[config.mk]
export PLATFORM = sky130hd
export DESIGN_NAME = jtag_tap_regs
export DESIGN_NICKNAME = d
export VERILOG_FILES = /design/src/rtl/jtag_pkg.sv /design/src/rtl/jtag_shift_reg.sv /design/src/rtl/jtag_tap_regs.sv
export SDC_FILE = /design/constraint.sdc
export NUM_CORES = 1
export LEC_CHECK = 0
export ABC_AREA = 0
export CAP_MARGIN = 20
export CORE_UTILIZATION = 50
export DETAILED_ROUTE_END_ITERATION = 6
export PLACE_DENSITY = 0.74
export SLEW_MARGIN = 25
export SYNTH_ARGS = -nofsm -noshare
export SYNTH_HDL_FRONTEND = slang
export SYNTH_SLANG_ARGS = --single-unit
[constraint.sdc]
create_clock -name clk -period 3.9 [get_ports clk]
set_input_delay 1.17 -clock clk [delete_from_list [all_inputs] [get_ports clk]]
set_output_delay 1.17 -clock clk [all_outputs]
set_load 0.02 [all_outputs]
[src/rtl/jtag_pkg.sv]
// ============================================================================
// Module   : jtag_pkg
// Purpose  : TAP state codes shared with the TAP controller, default opcodes
// Revision : 1.0
// ============================================================================
`default_nettype none

package jtag_pkg;

    localparam logic [3:0] c_TAP_TEST_LOGIC_RESET = 4'd0;
    localparam logic [3:0] c_TAP_RUN_TEST_IDLE    = 4'd1;
    localparam logic [3:0] c_TAP_SELECT_DR        = 4'd2;
    localparam logic [3:0] c_TAP_CAPTURE_DR       = 4'd3;
    localparam logic [3:0] c_TAP_SHIFT_DR         = 4'd4;
    localparam logic [3:0] c_TAP_EXIT1_DR         = 4'd5;
    localparam logic [3:0] c_TAP_PAUSE_DR         = 4'd6;
    localparam logic [3:0] c_TAP_EXIT2_DR         = 4'd7;
    localparam logic [3:0] c_TAP_UPDATE_DR        = 4'd8;
    localparam logic [3:0] c_TAP_SELECT_IR        = 4'd9;
    localparam logic [3:0] c_TAP_CAPTURE_IR       = 4'd10;
    localparam logic [3:0] c_TAP_SHIFT_IR         = 4'd11;
    localparam logic [3:0] c_TAP_EXIT1_IR         = 4'd12;
    localparam logic [3:0] c_TAP_PAUSE_IR         = 4'd13;
    localparam logic [3:0] c_TAP_EXIT2_IR         = 4'd14;
    localparam logic [3:0] c_TAP_UPDATE_IR        = 4'd15;

    localparam logic [3:0]  c_IDCODE_OP_DEF  = 4'h1;
    localparam logic [3:0]  c_USER_OP_DEF    = 4'h2;
    localparam logic [31:0] c_IDCODE_VAL_DEF = 32'h1234_5001;

endpackage

`default_nettype wire

[src/rtl/jtag_shift_reg.sv]
// ============================================================================
// Module   : jtag_shift_reg
// Purpose  : Capture/shift register, TDI enters at MSB, LSB is the serial out
// Revision : 1.0
// ============================================================================
`default_nettype none

module jtag_shift_reg #(
    parameter int WIDTH = 8
) (
    input  logic             clk,
    input  logic             rst,
    input  logic             i_capture,
    input  logic             i_shift,
    input  logic [WIDTH-1:0] i_cap_val,
    input  logic             i_tdi,
    output logic [WIDTH-1:0] o_q,
    output logic             o_lsb
);

    logic [WIDTH-1:0] r_q;
    logic [WIDTH-1:0] w_shifted;

    generate
        if (WIDTH == 1) begin : g_single
            assign w_shifted = i_tdi;
        end else begin : g_multi
            assign w_shifted = {i_tdi, r_q[WIDTH-1:1]};
        end
    endgenerate

    always_ff @(posedge clk) begin
        if (rst) begin
            r_q <= '0;
        end else if (i_capture) begin
            r_q <= i_cap_val;
        end else if (i_shift) begin
            r_q <= w_shifted;
        end
    end

    assign o_q   = r_q;
    assign o_lsb = r_q[0];

endmodule

`default_nettype wire

[src/rtl/jtag_tap_regs.sv]
// ============================================================================
// Module   : jtag_tap_regs
// Purpose  : JTAG instruction register and data-register bank driven by the
//            TAP state code; produces TDO and the user register outputs
// Revision : 1.0
// ============================================================================
`default_nettype none

module jtag_tap_regs
    import jtag_pkg::*;
#(
    parameter int              IR_W       = 4,
    parameter int              DR_W       = 8,
    parameter logic [31:0]     IDCODE_VAL = c_IDCODE_VAL_DEF,
    parameter logic [IR_W-1:0] IDCODE_OP  = IR_W'(c_IDCODE_OP_DEF),
    parameter logic [IR_W-1:0] USER_OP    = IR_W'(c_USER_OP_DEF),
    parameter logic [IR_W-1:0] BYPASS_OP  = '1
) (
    input  logic            clk,
    input  logic            TRST,
    input  logic [3:0]      tap_state,
    input  logic            TDI,
    output logic            TDO,
    output logic            TDO_en,
    output logic [IR_W-1:0] ir_out,
    input  logic [DR_W-1:0] user_capture_in,
    output logic [DR_W-1:0] user_dr_out,
    output logic            user_update
);

    logic            w_rst;
    logic            w_cap_ir, w_sh_ir, w_upd_ir;
    logic            w_cap_dr, w_sh_dr, w_upd_dr;
    logic            w_sel_idcode, w_sel_user, w_sel_bypass;
    logic [IR_W-1:0] w_ir_shift;
    logic            w_ir_lsb;
    logic [31:0]     w_unused_idcode_q;
    logic            w_idcode_lsb;
    logic [DR_W-1:0] w_user_q;
    logic            w_user_lsb;
    logic            w_tdo;

    logic [IR_W-1:0] r_ir;
    logic            r_bypass;
    logic [DR_W-1:0] r_user_dr;
    logic            r_user_update;

    // Test_Logic_Reset behaves exactly like TRST
    assign w_rst    = TRST || (tap_state == c_TAP_TEST_LOGIC_RESET);

    assign w_cap_ir = (tap_state == c_TAP_CAPTURE_IR);
    assign w_sh_ir  = (tap_state == c_TAP_SHIFT_IR);
    assign w_upd_ir = (tap_state == c_TAP_UPDATE_IR);
    assign w_cap_dr = (tap_state == c_TAP_CAPTURE_DR);
    assign w_sh_dr  = (tap_state == c_TAP_SHIFT_DR);
    assign w_upd_dr = (tap_state == c_TAP_UPDATE_DR);

    // An explicit BYPASS opcode always wins; anything unrecognised falls to bypass
    assign w_sel_idcode = (r_ir == IDCODE_OP) && (r_ir != BYPASS_OP);
    assign w_sel_user   = (r_ir == USER_OP) && (r_ir != BYPASS_OP) && !w_sel_idcode;
    assign w_sel_bypass = !w_sel_idcode && !w_sel_user;

    jtag_shift_reg #(
        .WIDTH (IR_W)
    ) u_ir_shift (
        .clk       (clk),
        .rst       (w_rst),
        .i_capture (w_cap_ir),
        .i_shift   (w_sh_ir),
        .i_cap_val (IR_W'(2'b01)),
        .i_tdi     (TDI),
        .o_q       (w_ir_shift),
        .o_lsb     (w_ir_lsb)
    );

    jtag_shift_reg #(
        .WIDTH (32)
    ) u_idcode_shift (
        .clk       (clk),
        .rst       (w_rst),
        .i_capture (w_cap_dr && w_sel_idcode),
        .i_shift   (w_sh_dr && w_sel_idcode),
        .i_cap_val (IDCODE_VAL),
        .i_tdi     (TDI),
        .o_q       (w_unused_idcode_q),
        .o_lsb     (w_idcode_lsb)
    );

    jtag_shift_reg #(
        .WIDTH (DR_W)
    ) u_user_shift (
        .clk       (clk),
        .rst       (w_rst),
        .i_capture (w_cap_dr && w_sel_user),
        .i_shift   (w_sh_dr && w_sel_user),
        .i_cap_val (user_capture_in),
        .i_tdi     (TDI),
        .o_q       (w_user_q),
        .o_lsb     (w_user_lsb)
    );

    always_ff @(posedge clk) begin
        if (w_rst) begin
            r_ir <= IDCODE_OP;
        end else if (w_upd_ir) begin
            r_ir <= w_ir_shift;
        end
    end

    always_ff @(posedge clk) begin
        if (w_rst) begin
            r_bypass <= 1'b0;
        end else if (w_cap_dr && w_sel_bypass) begin
            r_bypass <= 1'b0;
        end else if (w_sh_dr && w_sel_bypass) begin
            r_bypass <= TDI;
        end
    end

    always_ff @(posedge clk) begin
        if (w_rst) begin
            r_user_dr     <= '0;
            r_user_update <= 1'b0;
        end else begin
            r_user_update <= w_upd_dr && w_sel_user;
            if (w_upd_dr && w_sel_user) begin
                r_user_dr <= w_user_q;
            end
        end
    end

    // TDO is taken from register bits only, never straight from TDI
    always_comb begin
        w_tdo = 1'b0;
        if (w_sh_ir) begin
            w_tdo = w_ir_lsb;
        end else if (w_sh_dr) begin
            if (w_sel_idcode) begin
                w_tdo = w_idcode_lsb;
            end else if (w_sel_user) begin
                w_tdo = w_user_lsb;
            end else begin
                w_tdo = r_bypass;
            end
        end
    end

    assign TDO         = w_tdo;
    assign TDO_en      = w_sh_ir || w_sh_dr;
    assign ir_out      = r_ir;
    assign user_dr_out = r_user_dr;
    assign user_update = r_user_update;

endmodule

`default_nettype wire

# Yosys cells after proc, flatten, opt, wreduce, memory -nomap -nowiden

Index checks and enable logic that the tools add are counted.

Equal/unequal tests: 9
Multiplexer cells: 10
Reductions and logical operators: 22

Operators with widths:

| operator             | number |
|---|---|
| $mux W29             | 2 |
| $eq A4 B4 Y1 const B | 4 |
| $mux W8              | 2 |
| $logic_and A1 B1 Y1  | 11 |
| $eq A4 B2 Y1 const B | 2 |
| $mux W1              | 6 |
| $reduce_bool A2 Y1   | 3 |
| $reduce_or A2 Y1     | 3 |
| $eq A4 B1 Y1 const B | 1 |
| $eq A4 B3 Y1 const B | 1 |
| $logic_not A4 Y1     | 1 |
| $ne A4 B4 Y1 const B | 1 |
| $logic_not A1 Y1     | 2 |
| $logic_or A1 B1 Y1   | 2 |

Bits in registers: 58
Word-level logic and storage cells: 50

# Logic depth before layout (Yosys ltp)

Depth after elaboration: 8
Depth in mapped cells: 7
Mapped depth without buffers: 4

# Hierarchy

From an unflattened synthesis, not the netlist that was laid out.

Cells, all modules: 276
Area, all modules: 2763.9 µm²

By module, submodules not included:

| module                          | times used | cells an instance | area each (µm²) | seq. area each (µm²) |
|---|---|---|---|---|
| jtag_shift_reg (u_idcode_shift) | 1          | 143               | 1517.7          | 640.6 |
| jtag_tap_regs                   | 1          | 78                | 671.9           | 280.3 |
| jtag_shift_reg (u_user_shift)   | 1          | 36                | 376.6           | 160.2 |
| jtag_shift_reg (u_ir_shift)     | 1          | 19                | 197.7           | 80.1 |

# Worst setup path after synthesis

Ideal clock, no wire load.

Path type: input -> output
Start point: input port tap_state[1]
End point: output port TDO
Arrival time: 2356 ps
Required time: 2730 ps
Slack: 374 ps
Stages: 4
Path through: buf_6 nor4b_4 o221ai_1 o21ai_0

Cells in the longest elaborated chain, start to end: 3

Ends and longest elaborated chain:

| element         | line                 | RTL |
|---|---|---|
| start, declared | jtag_tap_regs.sv:21  | `input logic [3:0] tap_state,` |
| $eq A4 B3 Y1    | jtag_tap_regs.sv:55  | `assign w_sh_dr = (tap_state == c_TAP_SHIFT_DR);` |
| $mux W1         | jtag_tap_regs.sv:137 | `end else if (w_sh_dr) begin` |
| $mux W1 (*)     | jtag_tap_regs.sv:135 | `if (w_sh_ir) begin` |
| end, declared   | jtag_tap_regs.sv:23  | `output logic TDO,` |

Every way passes the cells marked *; elsewhere a longest branch is shown, timed or not.

# Worst setup path after layout

Start point: input port tap_state[1]
End point: output port TDO_en

Cells in the longest elaborated chain, start to end: 2

Ends and longest elaborated chain:

| element                                      | line                                     | RTL |
|---|---|---|
| $eq A4 B4 Y1 or $eq A4 B3 Y1 (tied branches) | jtag_tap_regs.sv:52, jtag_tap_regs.sv:55 |  |
| $logic_or A1 B1 Y1 (*)                       | jtag_tap_regs.sv:149                     | `assign TDO_en = w_sh_ir \|\| w_sh_dr;` |
| end, declared                                | jtag_tap_regs.sv:24                      | `output logic TDO_en,` |

Marked as above.

==> summary.txt <==
dominant combinational cell family by area after synthesis - compound AO/OA/AOI/OAI gates
ordered cell list for the critical path - clkdlybuf4s50_1, nor4b_4, buf_4, a31o_2, dlygate4sd2_1
final weighted congestion in routability-driven placement - 0.775
top_reg_cell synth - dfxtp_1
maximum number of pins on one net before global-route repair - 28
leak pwr - 0.00110 uW
startpoint kind of the worst setup timing path - primary input
class of the most critical setup path - in -> out
number of fillers in the final layout - 370
site row count - 24
fraction of post-synthesis cell area in the top cell type by area - 48.8%
RSZ-0062 raised after global routing - no
fraction of the mapped netlist area in adder cells - 0%
simple-gate portion of the synthesized area - 16.5%
number of antenna-violating nets in the routed design - 0
area share of xor/xnor cells in the synthesized design - 0.368%
die area - 0.00504 sq mm
cts hold-fix bufs - 0
critical path endpoint category - output pin
FFs w/ async S/R, synth - 0%
# port buffers - 29
number of iterations in the first detailed-routing pass - 6
post-synthesis average cell area - 10.3 sq um
Slew headroom - 32.9%
dominant cell type by area after synthesis - dfxtp_1
max-slew violation count - 0
worst hold slack - 0.464 ns
routed vias - 1790
Clock Skews - 0.00768 ns
clock tree root driver cell - clkbuf_8
placement-stage cell area - 0.00267 sq mm
Distinct cells, synth - 40
Chip Height - 71.0 um
minimum clock period - 3.73 ns
number of standard cells in the layout, taps in and fillers out - 321
TritonCTS clock tree - built
total half-perimeter wirelength after legalization and detailed placement - 2.92 mm
clock latency of the later-clocked register in the worst-skew pair - 0.33 ns
post-detailed-routing wire length - 4.66 mm
standard cell core area - 0.00447 sq mm
I/O pin cnt - 30
share of post-route cells with drive strength above 1 - 16.0%
Post-synth EDFFs - 0
register area share after synthesis - 48.8%
net count after synthesis - 245
cts repair resizes - 2
overall overflow remaining after global route - 0
number of sinks driven by the clock tree - 58
Synth Instances - 230
All-Layer GR Usage - 19.7%
synthesized-area fraction occupied by ao, oa, aoi and oai cells - 19.4%
Warnings, synthesis - 0
chip width - 71.0 um
crit-path max cell delay - 0.46 ns
setup TNS after final layout - 0 ns
vias in the first global route - 1668
first-pass GRT wire length - 7.65 mm
clock buffers created by TritonCTS - 9
CP max stage cell - clkdlybuf4s50_1
maximum clock insertion buffer count - 2
Total Nets Final - 279
multiplexer area fraction after synthesis - 7.99%
maximum clock frequency - 268 MHz
power per cell area - 468 mW/mm^2
Hold WC Path Type - reg -> reg
part of the cycle the worst path needs - 95.7%
Worst Path Arrival - 2.56 ns
critical path data required time - 2.73 ns
remaining design rule violation count - 0
slack of the worst reg-to-reg path - 2.05 ns
flops & latches, synth - 58
Mapped Area - 0.00238 sq mm
sum of buffers and inverters on the critical path - 3
Worst-path clk slew - 0.06 ns
transition time of the tightest slew-check pin - 1.01 ns
effective utilization at floorplan - 53.2%
biggest area contributors in the synthesized netlist - dfxtp_1 49%, mux2i_1 8.0%, nor2_1 7.6%
post-route standard cell area excluding fillers - 0.00292 sq mm
detailed-route wire length per cell - 14.5 um
Initial DRC Count - 112
Post CTS Setup Buffer Count - 0
run status - finished, final reports clean
worst-path fanout max - 6
max capacitance violation total - 0
H-tree depth reported by CTS - 3
kind of cell with the highest combined delay on the critical path - buffers and inverters
Antenna Cells - 0
P&R area growth vs syn - 22.6%
DP Cell Count - 305
setup violators final - 0
via count normalized by instance count - 5.58
initial antenna violation count - 0
Worst IR Drop VDD - 0.000355 V
final count of hold timing violations - 0
-- per-layer routing --
layer | global-route usage (%) | share of wire, % | wire, um
met1 | 25.0 | 47 | 2200
met2 | 30.1 | 47 | 2210
met3 | 6.84 | 4.7 | 217
met4 | 9.56 | 0.62 | 29
met5 | 0 | 0 | 0
-- flip-flops by register name, indices dropped and copies added (netlist names) --
| register | flops |
|---|---|
| ir_out | 4 |
| r_bypass | 1 |
| u_idcode_shift.o_q | 32 |
| u_ir_shift.o_q | 4 |
| u_user_shift.o_q | 8 |
| user_dr_out | 8 |
| user_update | 1 |
-- logic make-up after synthesis --
family                 count (synthesis)
AO/OA/AOI/OAI                         57
flip-flops                            58
buffers and inverters                 19
AND/OR/NAND/NOR                       76
XOR/XNOR                               1
multiplexers                          19
-- worst reg2reg max path: cells and delay by family (launching register included) --
family / cells / cell delay (ns)
mux: 1 / 0.31
simple gates: 3 / 0.91
flops: 1 / 0.51
-- layout make-up --
class                           instances  area (sq um)  area share [%]
Clock buffer                           12           155            5.32
Multi-Input combinational cell        153          1050            36.1
Timing Repair Buffer                   40           379            13.0
Sequential cell                        58          1160            39.8
Clock inverter                          4          97.6            3.34
Inverter                                2          7.51           0.257
Tap cell                               52          65.1            2.23
-- per-stage QoR --
stage,worst slack [ns],util (%),power [uW]
floorplan,0.374,-,663
global placement,-0.262,59.7,691
detailed placement,-0.280,59.7,691
CTS,0.0225,65.3,1380
global route,0.0401,65.2,1410
finish,0.169,65.2,1370
-- power by group --
| part | internal [uW] | total, uW | switching (uW) | leakage (uW) |
|---|---|---|---|---|
| Clock | 460 | 687 | 228 | 0.000123 |
| Sequential | 599 | 603 | 4.46 | 0.000468 |
| Combinational | 35.3 | 74.9 | 39.6 | 0.000507 |
| Total | 1090 | 1370 | 272 | 0.00110 |
-- path summary, 6_finish.rpt --
kind / startpoint / end / cells past startpoint
max: tap_state[1] / TDO_en / 5
min reg2reg: u_ir_shift.o_q[1] / u_ir_shift.o_q[1] / 2
min: u_ir_shift.o_q[1] / u_ir_shift.o_q[1] / 2
max reg2reg: ir_out[1] / user_dr_out[0] / 4
-- synth_stat cells (2+ instances only) --
library cell	instances
inv_1	2
buf_2	5
buf_6	7
nand3_1	5
a211oi_2	2
nand2_1	6
a22oi_1	22
a211oi_1	7
mux2i_1	19
nor2_1	48
nor4b_2	2
o21ai_0	3
buf_12	2
a21oi_1	6
nor3_1	2
nor2_2	2
o221a_1	8
clkbuf_1	2
dfxtp_1	58
a22oi_2	2
-- placed cells by master (no fill, tap or decap), drive strengths merged, types with 2 or more instances in the layout --
cell            n
nand3           5
nor3            2
a22oi          24
mux2i          19
o221a           8
clkdlybuf4s50  27
a211oi          9
and2            2
bufinv          3
o21ai           4
buf            11
nor4b           3
dfxtp          58
a21oi           7
clkbuf         13
nor2           51
nand2           6
inv             2
No activity file was read; power rests on OpenSTA's default activity.
